[config.mk]
export PLATFORM = sky130hd
export DESIGN_NAME = tri_pixel_walker
export DESIGN_NICKNAME = d
export VERILOG_FILES = /design/src/rtl/tri_pixel_walker.sv
export SDC_FILE = /design/constraint.sdc
export NUM_CORES = 1
export LEC_CHECK = 0
export ABC_AREA = 1
export BUFFER_PORTS_ARGS = -buffer_cell sky130_fd_sc_hd__buf_4
export CORE_MARGIN = 2
export CORE_UTILIZATION = 60
export DETAILED_ROUTE_END_ITERATION = 7
export PLACE_DENSITY_LB_ADDON = 0.25
export SYNTH_ARGS = -nofsm -noshare
export SYNTH_HDL_FRONTEND = slang
export SYNTH_SLANG_ARGS = --single-unit
[constraint.sdc]
create_clock -name clk -period 11.7 [get_ports clk]
set_clock_uncertainty 0.15 [all_clocks]
set_input_delay 1.755 -clock clk [delete_from_list [all_inputs] [get_ports clk]]
set_output_delay 1.755 -clock clk [all_outputs]
set_load 0.02 [all_outputs]
[src/rtl/tri_pixel_walker.sv]
// ---------------------------------------------------------------------------------------------
// tri_pixel_walker
//
// Upstream initiator for bayesian_coord. Takes one triangle as three unsigned integer
// pixel-space vertices, computes its bounding box and walks every pixel of that box in raster
// order. Each pixel is presented together with the triangle's vertices, all converted to IEEE
// half-float, over an nd/rfd handshake.
//
// Optional feature (compile-time macro BBOX_CLIP_EN):
//   defined   : the box is clamped to SCREEN_W x SCREEN_H. A triangle whose box starts fully
//               off-screen issues no pixels but still produces tri_done.
//   undefined : no clamping; the walk covers the full box.
//
// Ports:
//   clk, rst             clock (rising edge), asynchronous active-high reset
//   tri_nd / tri_rfd     triangle valid / walker ready (ready only while idle)
//   tv{1,2,3}_{x,y}      integer vertex coordinates, sampled on the accept edge only
//   pix_nd / pix_rfd     pixel valid / downstream ready
//   v{1,2,3}_{x,y}       half-float vertices, held for the whole triangle
//   p_x, p_y             half-float pixel position
//   pix_last             marks the final pixel of the triangle
//   tri_done             one-cycle pulse after the last pixel is accepted
// ---------------------------------------------------------------------------------------------
module tri_pixel_walker #(
   parameter int unsigned COORD_W  = 11,
   parameter int unsigned SCREEN_W = 640,
   parameter int unsigned SCREEN_H = 480
) (
   input  logic               clk,
   input  logic               rst,
   // triangle input
   input  logic               tri_nd,
   output logic               tri_rfd,
   input  logic [COORD_W-1:0] tv1_x,
   input  logic [COORD_W-1:0] tv1_y,
   input  logic [COORD_W-1:0] tv2_x,
   input  logic [COORD_W-1:0] tv2_y,
   input  logic [COORD_W-1:0] tv3_x,
   input  logic [COORD_W-1:0] tv3_y,
   // pixel output
   output logic               pix_nd,
   input  logic               pix_rfd,
   output logic [15:0]        v1_x,
   output logic [15:0]        v1_y,
   output logic [15:0]        v2_x,
   output logic [15:0]        v2_y,
   output logic [15:0]        v3_x,
   output logic [15:0]        v3_y,
   output logic [15:0]        p_x,
   output logic [15:0]        p_y,
   output logic               pix_last,
   output logic               tri_done
);

   // ------------------------------------------------------------------------------------------
   // Constants
   // ------------------------------------------------------------------------------------------
   localparam logic [1:0] StIdle = 2'd0;
   localparam logic [1:0] StBbox = 2'd1;
   localparam logic [1:0] StWalk = 2'd2;
   localparam logic [1:0] StDone = 2'd3;

`ifdef BBOX_CLIP_EN
   localparam bit ClipEn = 1'b1;
`else
   localparam bit ClipEn = 1'b0;
`endif

   // Last visible column/row; only consulted when clipping is enabled.
   localparam logic [COORD_W-1:0] XLim = COORD_W'(SCREEN_W - 1);
   localparam logic [COORD_W-1:0] YLim = COORD_W'(SCREEN_H - 1);

   // ------------------------------------------------------------------------------------------
   // Helpers
   // ------------------------------------------------------------------------------------------
   // Exact unsigned integer to half-float; valid because COORD_W <= 11 keeps every value within
   // the 11 significant bits of a half.
   function automatic logic [15:0] int2half(input logic [COORD_W-1:0] n);
      logic [10:0] nw;
      logic [3:0]  e;
      logic [4:0]  ex;
      logic [9:0]  mant;
      nw = 11'(n);
      e  = 4'd0;
      for (int i = 0; i < 11; i++) begin
         if (nw[i]) e = 4'(i);
      end
      ex   = 5'(e) + 5'd15;
      // Normalise so the leading one lands on bit 10; it is implicit and dropped.
      mant = 10'(nw << (4'd10 - e));
      if (nw == 11'd0) begin
         int2half = 16'h0000;
      end else begin
         int2half = {1'b0, ex, mant};
      end
   endfunction

   function automatic logic [COORD_W-1:0] min3(input logic [COORD_W-1:0] a,
                                               input logic [COORD_W-1:0] b,
                                               input logic [COORD_W-1:0] c);
      logic [COORD_W-1:0] m;
      m    = (a < b) ? a : b;
      min3 = (c < m) ? c : m;
   endfunction

   function automatic logic [COORD_W-1:0] max3(input logic [COORD_W-1:0] a,
                                               input logic [COORD_W-1:0] b,
                                               input logic [COORD_W-1:0] c);
      logic [COORD_W-1:0] m;
      m    = (a > b) ? a : b;
      max3 = (c > m) ? c : m;
   endfunction

   // ------------------------------------------------------------------------------------------
   // State
   // ------------------------------------------------------------------------------------------
   logic [1:0]         state_q, state_d;
   logic [COORD_W-1:0] in_x_q [3];
   logic [COORD_W-1:0] in_x_d [3];
   logic [COORD_W-1:0] in_y_q [3];
   logic [COORD_W-1:0] in_y_d [3];
   logic [15:0]        vh_x_q [3];
   logic [15:0]        vh_x_d [3];
   logic [15:0]        vh_y_q [3];
   logic [15:0]        vh_y_d [3];
   logic [COORD_W-1:0] xmin_q, xmin_d;
   logic [COORD_W-1:0] xmax_q, xmax_d;
   logic [COORD_W-1:0] ymax_q, ymax_d;
   logic [COORD_W-1:0] cx_q, cx_d;
   logic [COORD_W-1:0] cy_q, cy_d;
   logic [15:0]        p_x_q, p_x_d;
   logic [15:0]        p_y_q, p_y_d;
   logic               pix_nd_q, pix_nd_d;
   logic               pix_last_q, pix_last_d;
   logic               tri_done_q, tri_done_d;

   // ------------------------------------------------------------------------------------------
   // Bounding box of the registered vertices
   // ------------------------------------------------------------------------------------------
   logic [COORD_W-1:0] xmin_c, xmax_c, ymin_c, ymax_c;
   logic [COORD_W-1:0] xmax_clip, ymax_clip;
   logic               off_screen;

   always_comb begin
      xmin_c     = min3(in_x_q[0], in_x_q[1], in_x_q[2]);
      xmax_c     = max3(in_x_q[0], in_x_q[1], in_x_q[2]);
      ymin_c     = min3(in_y_q[0], in_y_q[1], in_y_q[2]);
      ymax_c     = max3(in_y_q[0], in_y_q[1], in_y_q[2]);
      xmax_clip  = (ClipEn && (xmax_c > XLim)) ? XLim : xmax_c;
      ymax_clip  = (ClipEn && (ymax_c > YLim)) ? YLim : ymax_c;
      off_screen = ClipEn && ((xmin_c > XLim) || (ymin_c > YLim));
   end

   // ------------------------------------------------------------------------------------------
   // Raster stepping: position of the pixel that follows the current one
   // ------------------------------------------------------------------------------------------
   logic               at_xmax;
   logic [COORD_W-1:0] nx, ny;
   logic [COORD_W-1:0] px_src, py_src;
   logic [15:0]        px_half, py_half;

   always_comb begin
      at_xmax = (cx_q == xmax_q);
      nx      = at_xmax ? xmin_q : (cx_q + COORD_W'(1));
      ny      = at_xmax ? (cy_q + COORD_W'(1)) : cy_q;
      // One converter pair serves both the first pixel (from BBOX) and every later step.
      px_src  = (state_q == StBbox) ? xmin_c : nx;
      py_src  = (state_q == StBbox) ? ymin_c : ny;
      px_half = int2half(px_src);
      py_half = int2half(py_src);
   end

   // ------------------------------------------------------------------------------------------
   // Next-state logic
   // ------------------------------------------------------------------------------------------
   always_comb begin
      state_d    = state_q;
      in_x_d     = in_x_q;
      in_y_d     = in_y_q;
      vh_x_d     = vh_x_q;
      vh_y_d     = vh_y_q;
      xmin_d     = xmin_q;
      xmax_d     = xmax_q;
      ymax_d     = ymax_q;
      cx_d       = cx_q;
      cy_d       = cy_q;
      p_x_d      = p_x_q;
      p_y_d      = p_y_q;
      pix_nd_d   = pix_nd_q;
      pix_last_d = pix_last_q;
      tri_done_d = 1'b0;

      case (state_q)
         StIdle: begin
            if (tri_nd) begin
               in_x_d  = '{tv1_x, tv2_x, tv3_x};
               in_y_d  = '{tv1_y, tv2_y, tv3_y};
               state_d = StBbox;
            end
         end

         StBbox: begin
            for (int i = 0; i < 3; i++) begin
               vh_x_d[i] = int2half(in_x_q[i]);
               vh_y_d[i] = int2half(in_y_q[i]);
            end
            xmin_d = xmin_c;
            xmax_d = xmax_clip;
            ymax_d = ymax_clip;
            if (off_screen) begin
               tri_done_d = 1'b1;
               state_d    = StDone;
            end else begin
               cx_d       = xmin_c;
               cy_d       = ymin_c;
               p_x_d      = px_half;
               p_y_d      = py_half;
               pix_nd_d   = 1'b1;
               pix_last_d = (xmin_c == xmax_clip) && (ymin_c == ymax_clip);
               state_d    = StWalk;
            end
         end

         StWalk: begin
            // pix_nd is always high here, so a transfer is just pix_rfd.
            if (pix_rfd) begin
               if (pix_last_q) begin
                  pix_nd_d   = 1'b0;
                  pix_last_d = 1'b0;
                  tri_done_d = 1'b1;
                  state_d    = StDone;
               end else begin
                  cx_d       = nx;
                  cy_d       = ny;
                  p_x_d      = px_half;
                  p_y_d      = py_half;
                  pix_last_d = (nx == xmax_q) && (ny == ymax_q);
               end
            end
         end

         StDone: begin
            state_d = StIdle;
         end

         default: begin
            state_d = StIdle;
         end
      endcase
   end

   // ------------------------------------------------------------------------------------------
   // Registers
   // ------------------------------------------------------------------------------------------
   always_ff @(posedge clk or posedge rst) begin
      if (rst) begin
         state_q    <= StIdle;
         for (int i = 0; i < 3; i++) begin
            in_x_q[i] <= '0;
            in_y_q[i] <= '0;
            vh_x_q[i] <= 16'h0000;
            vh_y_q[i] <= 16'h0000;
         end
         xmin_q     <= '0;
         xmax_q     <= '0;
         ymax_q     <= '0;
         cx_q       <= '0;
         cy_q       <= '0;
         p_x_q      <= 16'h0000;
         p_y_q      <= 16'h0000;
         pix_nd_q   <= 1'b0;
         pix_last_q <= 1'b0;
         tri_done_q <= 1'b0;
      end else begin
         state_q    <= state_d;
         in_x_q     <= in_x_d;
         in_y_q     <= in_y_d;
         vh_x_q     <= vh_x_d;
         vh_y_q     <= vh_y_d;
         xmin_q     <= xmin_d;
         xmax_q     <= xmax_d;
         ymax_q     <= ymax_d;
         cx_q       <= cx_d;
         cy_q       <= cy_d;
         p_x_q      <= p_x_d;
         p_y_q      <= p_y_d;
         pix_nd_q   <= pix_nd_d;
         pix_last_q <= pix_last_d;
         tri_done_q <= tri_done_d;
      end
   end

   // ------------------------------------------------------------------------------------------
   // Outputs
   // ------------------------------------------------------------------------------------------
   assign tri_rfd  = (state_q == StIdle);
   assign pix_nd   = pix_nd_q;
   assign pix_last = pix_last_q;
   assign tri_done = tri_done_q;
   assign p_x      = p_x_q;
   assign p_y      = p_y_q;
   assign v1_x     = vh_x_q[0];
   assign v2_x     = vh_x_q[1];
   assign v3_x     = vh_x_q[2];
   assign v1_y     = vh_y_q[0];
   assign v2_y     = vh_y_q[1];
   assign v3_y     = vh_y_q[2];

endmodule

# [Yosys cells after proc, flatten, opt, wreduce, memory -nomap -nowiden]
# Index checks and enable logic that the tools add are counted.
[op_classes] add_sub_neg=18 n_lt_le_gt_ge=8 mux=131 n_eq_ne=12 n_reduce_logical=17 n_shift=8
[ops] cell="two-way mux 4 bit" count=78
[ops] cell="two-way mux 11 bit" count=16
[ops] cell="two-way mux 15 bit" count=8
[ops] cell="zero test 11 bit" count=8
[ops] cell="left shift 11 x 4 -> 10 bit" count=8
[ops] cell="two-way mux 16 bit" count=4
[ops] cell="one-hot mux 16 bit (2 select lines)" count=2
[ops] cell="== test 11 bit" count=5
[ops] cell="> comparator 11 bit" count=4
[ops] cell="less-than comparator 11 bit" count=4
[ops] cell="one-hot mux 11 bit (2 select lines)" count=2
[ops] cell="adder 4 x 4 -> 5 bit (second input constant)" count=8
[ops] cell="subtractor 4 bit (first input constant)" count=8
[ops] cell="adder 11 x 1 -> 11 bit (second input constant)" count=2
[ops] cell="two-way mux 1 bit" count=15
[ops] cell="AND reduction 3 bit" count=3
[ops] cell="!= test 2 bit (second input constant)" count=4
[ops] cell="one-hot mux 2 bit (4 select lines)" count=1
[ops] cell="two-way mux 2 bit" count=3
[ops] cell="== test 2 bit (second input constant)" count=2
[ops] cell="one-hot mux 1 bit (2 select lines)" count=2
[ops] cell="AND reduction 2 bit" count=2
[ops] cell="== test 2 x 1 -> 1 bit (second input constant)" count=1
[ops] cell="logical AND 1 bit" count=2
[ops] cell="other kinds (2)" count=2
[totals] regBits=254 output_inout_bits=132 wordCells=217

# [Depth between registers and ports, before layout]
[depth] depth_word=21 depth_mapped=45 depth_no_buf=42

# [Least setup slack after synthesis]
# Ideal clock, no wire load.
[synth_path] path_kind="reg-to-reg" start="register in_x_q[16] (netlist name)" end="register p_x_q[9] (netlist: p_x[9])" path_buffers=5 synth_period_minus_slack_ns=4.914 stages_incl_launch_ff=39 arrival_time_ns=4.648 setup_ns=0.116 slack_ns=6.786 required_ns=11.434 path_cell_list="dfrtp_1 -> inv_1 -> ha_1 -> nand4_1 -> nor2_2 -> nand2_2 -> nand3_2 -> clkbuf_1 -> buf_2 -> nand2_1 -> o21ai_0 -> inv_1 -> ha_1 -> nand2_1 -> inv_1 -> nand3_1 -> nor2_1 -> nand4_1 -> [... 3 more ...] -> buf_6 -> buf_6 -> nor2_2 -> a21oi_2 -> nand2_2 -> o21ai_2 -> inv_1 -> nand2_2 -> nand2_4 -> nand2_4 -> inv_1 -> ha_1 -> buf_1 -> nand3_1 -> nand3_1 -> nand3b_1 -> nand2_1 -> nand2_1"
[synth_via] elab_chain_cells=21 elab_cells_between_ends=22 cone_classes="add/sub (1); order compare (2); shift (1); mux (17); reduce/logical (1)"
[synth_rtl] element="from (decl)" line_no="118" rtl="logic [COORD_W-1:0] in_x_q [3];"
[synth_rtl] element="from (signal assigned)" line_no="276" rtl="in_x_q <= in_x_d;"
[synth_rtl] element="less-than comparator 11 bit" line_no="102" rtl="m = (a < b) ? a : b;"
[synth_rtl] element="two-way mux 11 bit (*)" line_no="102"
[synth_rtl] element="less-than comparator 11 bit" line_no="103" rtl="min3 = (c < m) ? c : m;"
[synth_rtl] element="two-way mux 11 bit (*)" line_no="103"
[synth_rtl] element="two-way mux 11 bit (*)" line_no="167" rtl="px_src = (state_q == StBbox) ? xmin_c : nx;"
[synth_rtl] element="two-way mux 1 bit" line_no="86" rtl="if (nw[i]) e = 4'(i);"
[synth_rtl] element="two-way mux 4 bit (9 in series)" line_no="86"
[synth_rtl] element="subtractor 4 bit" line_no="90" rtl="mant = 10'(nw << (4'd10 - e));"
[synth_rtl] element="left shift 11 x 4 -> 10 bit" line_no="90"
[synth_rtl] element="two-way mux 15 bit (*)" line_no="91" rtl="if (nw == 11'd0) begin"
[synth_rtl] element="two-way mux 16 bit" line_no="227" rtl="if (pix_last_q) begin"
[synth_rtl] element="two-way mux 16 bit" line_no="226" rtl="if (pix_rfd) begin"
[synth_rtl] element="one-hot mux 16 bit (2 select lines) (*)" line_no="193" rtl="case (state_q)"
[synth_rtl] element="to (signal assigned)" line_no="285" rtl="p_x_q <= p_x_d;"
[synth_rtl] element="to (decl)" line_no="131" rtl="logic [15:0] p_x_q, p_x_d;"
# Mark *: on every way between the ends. The rest lies on a longest branch, timed or not. The select of a mux whose other input is x is not followed.
# A chain may end at the register's enable or synchronous reset.

# [Final worst setup path]
[layout_path] start="register in_y_q[21] (netlist name)" end="register p_y_q[8] (netlist: p_y[8])"
[layout_via] elab_chain_cells=21 elab_cells_between_ends=22 cone_classes="add/sub (1); order compare (2); shift (1); mux (17); reduce/logical (1)"
[layout_rtl] element="from (decl)" line_no="120" rtl="logic [COORD_W-1:0] in_y_q [3];"
[layout_rtl] element="from (signal assigned)" line_no="277" rtl="in_y_q <= in_y_d;"
[layout_rtl] element="less-than comparator 11 bit" line_no="102"
[layout_rtl] element="two-way mux 11 bit (*)" line_no="102"
[layout_rtl] element="less-than comparator 11 bit" line_no="103"
[layout_rtl] element="two-way mux 11 bit (*)" line_no="103"
[layout_rtl] element="two-way mux 11 bit (*)" line_no="168" rtl="py_src = (state_q == StBbox) ? ymin_c : ny;"
[layout_rtl] element="two-way mux 1 bit" line_no="86"
[layout_rtl] element="two-way mux 4 bit (9 in series)" line_no="86"
[layout_rtl] element="subtractor 4 bit" line_no="90"
[layout_rtl] element="left shift 11 x 4 -> 10 bit" line_no="90"
[layout_rtl] element="two-way mux 15 bit (*)" line_no="91"
[layout_rtl] element="two-way mux 16 bit" line_no="227"
[layout_rtl] element="two-way mux 16 bit" line_no="226"
[layout_rtl] element="one-hot mux 16 bit (2 select lines) (*)" line_no="193"
[layout_rtl] element="to (signal assigned)" line_no="286" rtl="p_y_q <= p_y_d;"
[layout_rtl] element="to (decl)" line_no="132" rtl="logic [15:0] p_y_q, p_y_d;"
# Marks and branches as above.

==> impl_results.md <==
- Fin. Hold Viols: 0
- Period utilisation layout: 52.9%
- Class of the worst hold path: flop to flop
- Seq/Total Area, Yosys: 36.4%
- Post-DR wirelength/cell: 16.6 um
- Initial antenna violation count: 0
- Worst R2R Setup Slack: 5.51 ns
- Initial Util: 60.9%
- EDFF count, synth: 0
- Vias in the first global route: 15800
- CTS tree: yes
- Clk Latency, worst-skew pair: 0.54 ns
- Via density: about 6
- Biggest area consumer among synthesized cells: dfrtp_1
- Total CTS buffers: 27
- CTS Buffer Depth: 3
- Final Max Tran Viols: 0
- Final #Nets: about 2700
- WP data arrival: roughly 6.5 ns
- CP endpoint kind: flop
- Drt total wl: 48.2 mm
- CTS root buffer: clkbuf_16
- Diode count: 0
- Post-synthesis register bit count: 246
- CTS Sinks: 246
- Largest net degree at the start of global routing: 115
- Synth Flop Type: dfrtp_1
- DR iter-0 viols: ~1700
- Share of the synthesized area in the top cell type: 36.4%
- Hold Buf Count CTS: 0
- Clk slew on worst S/H paths: 0.06 ns
- Period minus WS final: 6.19 ns
- Post-CTS Resized: 0
- Mapped Cells: about 2400
- Most frequent cells after synthesis: nand2_1, o21ai_0, dfrtp_1
- DR pass1 iterations: 6
- Type of origin of the critical path: flop
- Hpwl dp: 35.9 mm
- Synth cell types: 59
- Die height: between 150 and 200 um
- CP Max Fanout: 23
- Worst slew pin tran: 0.928 ns
- Worst hold margin: 0.329 ns
- GP Congestion: 0.981
- I/O Pins: 202
- Syn Area/Cell: 7.15 um2
- First-pass GRT wire length: 77.7 mm
- Crit path largest cell delay: 0.50 ns
- # rows: 61
- Fin Setup TNS: 0 ns
- Top-count cell post-synth: nand2_1
- DRC: 0
- Die width: 172 um
- Endpoints failing setup: 0
- FMAX: 0.162 GHz
- CP Class: flop to flop
- Port Buffers: slightly below 200
- Slowest-stage cell, CP: ha_1
- Layout area overhead: 14.9%
- Required time worst endpoint: 11.98 ns
- Synth warn: 0
- RSZ-0062 raised after global routing: no
- Crit path top cell by count: nand2_1
- Overall Global Routing Usage: about 32%
- Slew headroom: a little under two fifths
- GR Overflow Total: 0
- Max H-tree Level: 1
- Mapped Area: 16900 um2
- Layout cells sized above 1: 13.4%
- Outcome: complete, no violations
- Via total after detailed routing: ~17000
- Max cap viols: 0
- Die area: 29500 um2
- Synth top area cells: dfrtp_1, nand2_1, o21ai_0, ha_1, inv_1
- Setup Fix Bufs, Post-CTS: 0
- Async SR Flop Fraction: 100%
- Final ANT Viol Nets: 0
- Core area: 27800 um2
==> registers in the layout, summed over array words and instances (netlist names), 15 cells and up <==
| register | cells |
|---|---|
| v2_x | 15 |
| v3_x | 15 |
| in_x_q | 33 |
| v2_y | 15 |
| v1_y | 15 |
| v1_x | 15 |
| p_x | 15 |
| p_y | 15 |
| in_y_q | 33 |
| v3_y | 15 |
==> per-stage QoR <==
stage | utilization (%) | cells | instance area, um2 | setup slack, ns
after floorplan | - | 2373 | 16900 | 3.04
after global placement | 66.6 | 2855 | 18500 | 5.81
after detailed placement | 66.6 | 2855 | 18500 | 5.61
after CTS | 69.9 | 2903 | 19400 | 5.57
after global routing | 69.9 | 2903 | 19400 | 4.82
final | 69.9 | 2903 | 19400 | 5.51
==> worst paths after layout <==
path                            startpoint  endpoint  depth (start not counted)
worst max-delay path            in_y_q[21]    p_y[8]                         37
worst min-delay path               p_x[14]   p_x[14]                          1
worst max register to register  in_y_q[21]    p_y[8]                         37
worst min register to register     p_x[14]   p_x[14]                          1
max in group asynchronous              rst   v1_x[8]                          4
min in group asynchronous              rst   v2_y[4]                          2
==> cell type report <==
cell class | count | area, um2
multi-input cells | 1789 | 9450
repair buffers | 201 | 1510
clock inverters | 16 | 199
flip-flops and latches | 246 | 6160
fillers | 2385 | 8360
inverters | 241 | 917
clock buffers | 32 | 724
well taps | 378 | 473
==> layer usage <==
layer	global-route usage [%]	routed length, um
met3	4.03	3590
met2	53.3	22200
met1	42.9	20200
met5	0	0
met4	14.7	2200
==> critical path: cells and delay by family, from the launching register on <==
family / cells / cell delay (ns)
compound gates: 4 / 0.97
fa+ha+maj: 3 / 1.12
buf+inv: 7 / 0.75
flops: 1 / 0.42
simple gates: 23 / 2.66
==> cell usage in the layout, fill, tap and decap left out, types with 4 or more instances in the layout <==
cell type / synthesis / layout
a21oi_1: 141 / 140
inv_2: 11 / 11
a22o_1: 6 / 6
clkinv_2: 0 / 6
nor2_2: 12 / 12
o2111ai_1: 6 / 6
nand3_1: 103 / 103
nand2_1: 654 / 653
clkbuf_16: 0 / 27
nor2_1: 164 / 164
o21ai_1: 24 / 24
o21ai_2: 17 / 17
nor3_1: 32 / 32
o22ai_1: 10 / 10
bufinv_16: 0 / 4
ha_1: 83 / 83
xnor2_1: 21 / 21
nor2_4: 6 / 6
nand4_1: 20 / 20
clkinv_1: 8 / 7
mux2i_1: 5 / 5
o21ai_0: 318 / 318
o211ai_1: 27 / 27
buf_4: 8 / 201
nand2_2: 16 / 16
xor2_1: 32 / 32
nor4_1: 7 / 7
nand2_4: 5 / 6
o31ai_1: 4 / 4
conb_1: 1 / 8
inv_1: 221 / 220
a31oi_1: 9 / 9
dfrtp_1: 246 / 246
a32o_1: 14 / 14
a21o_1: 6 / 6
==> cells by family (layout without fill, tap and decap cells) <==
| kind of cell | Yosys count | after routing | synth area share (%) |
|---|---|---|---|
| AOI/OAI and AO/OA | 605 | 605 | 20.3 |
| xor gates and xnor gates | 56 | 56 | 3.17 |
| adders and majority gates | 83 | 83 | 6.14 |
| buffers and inverters | 338 | 490 | 7.99 |
| DFF | 246 | 246 | 36.4 |
| muxes | 5 | 5 | 0.296 |
| other | 1 | 8 | 0.0222 |
| and+or+nand+nor | 1032 | 1032 | 25.7 |
Power is left out: the tool's default activity adds up to more than one toggle a clock period on the data nets, which glitch-free logic cannot reach.
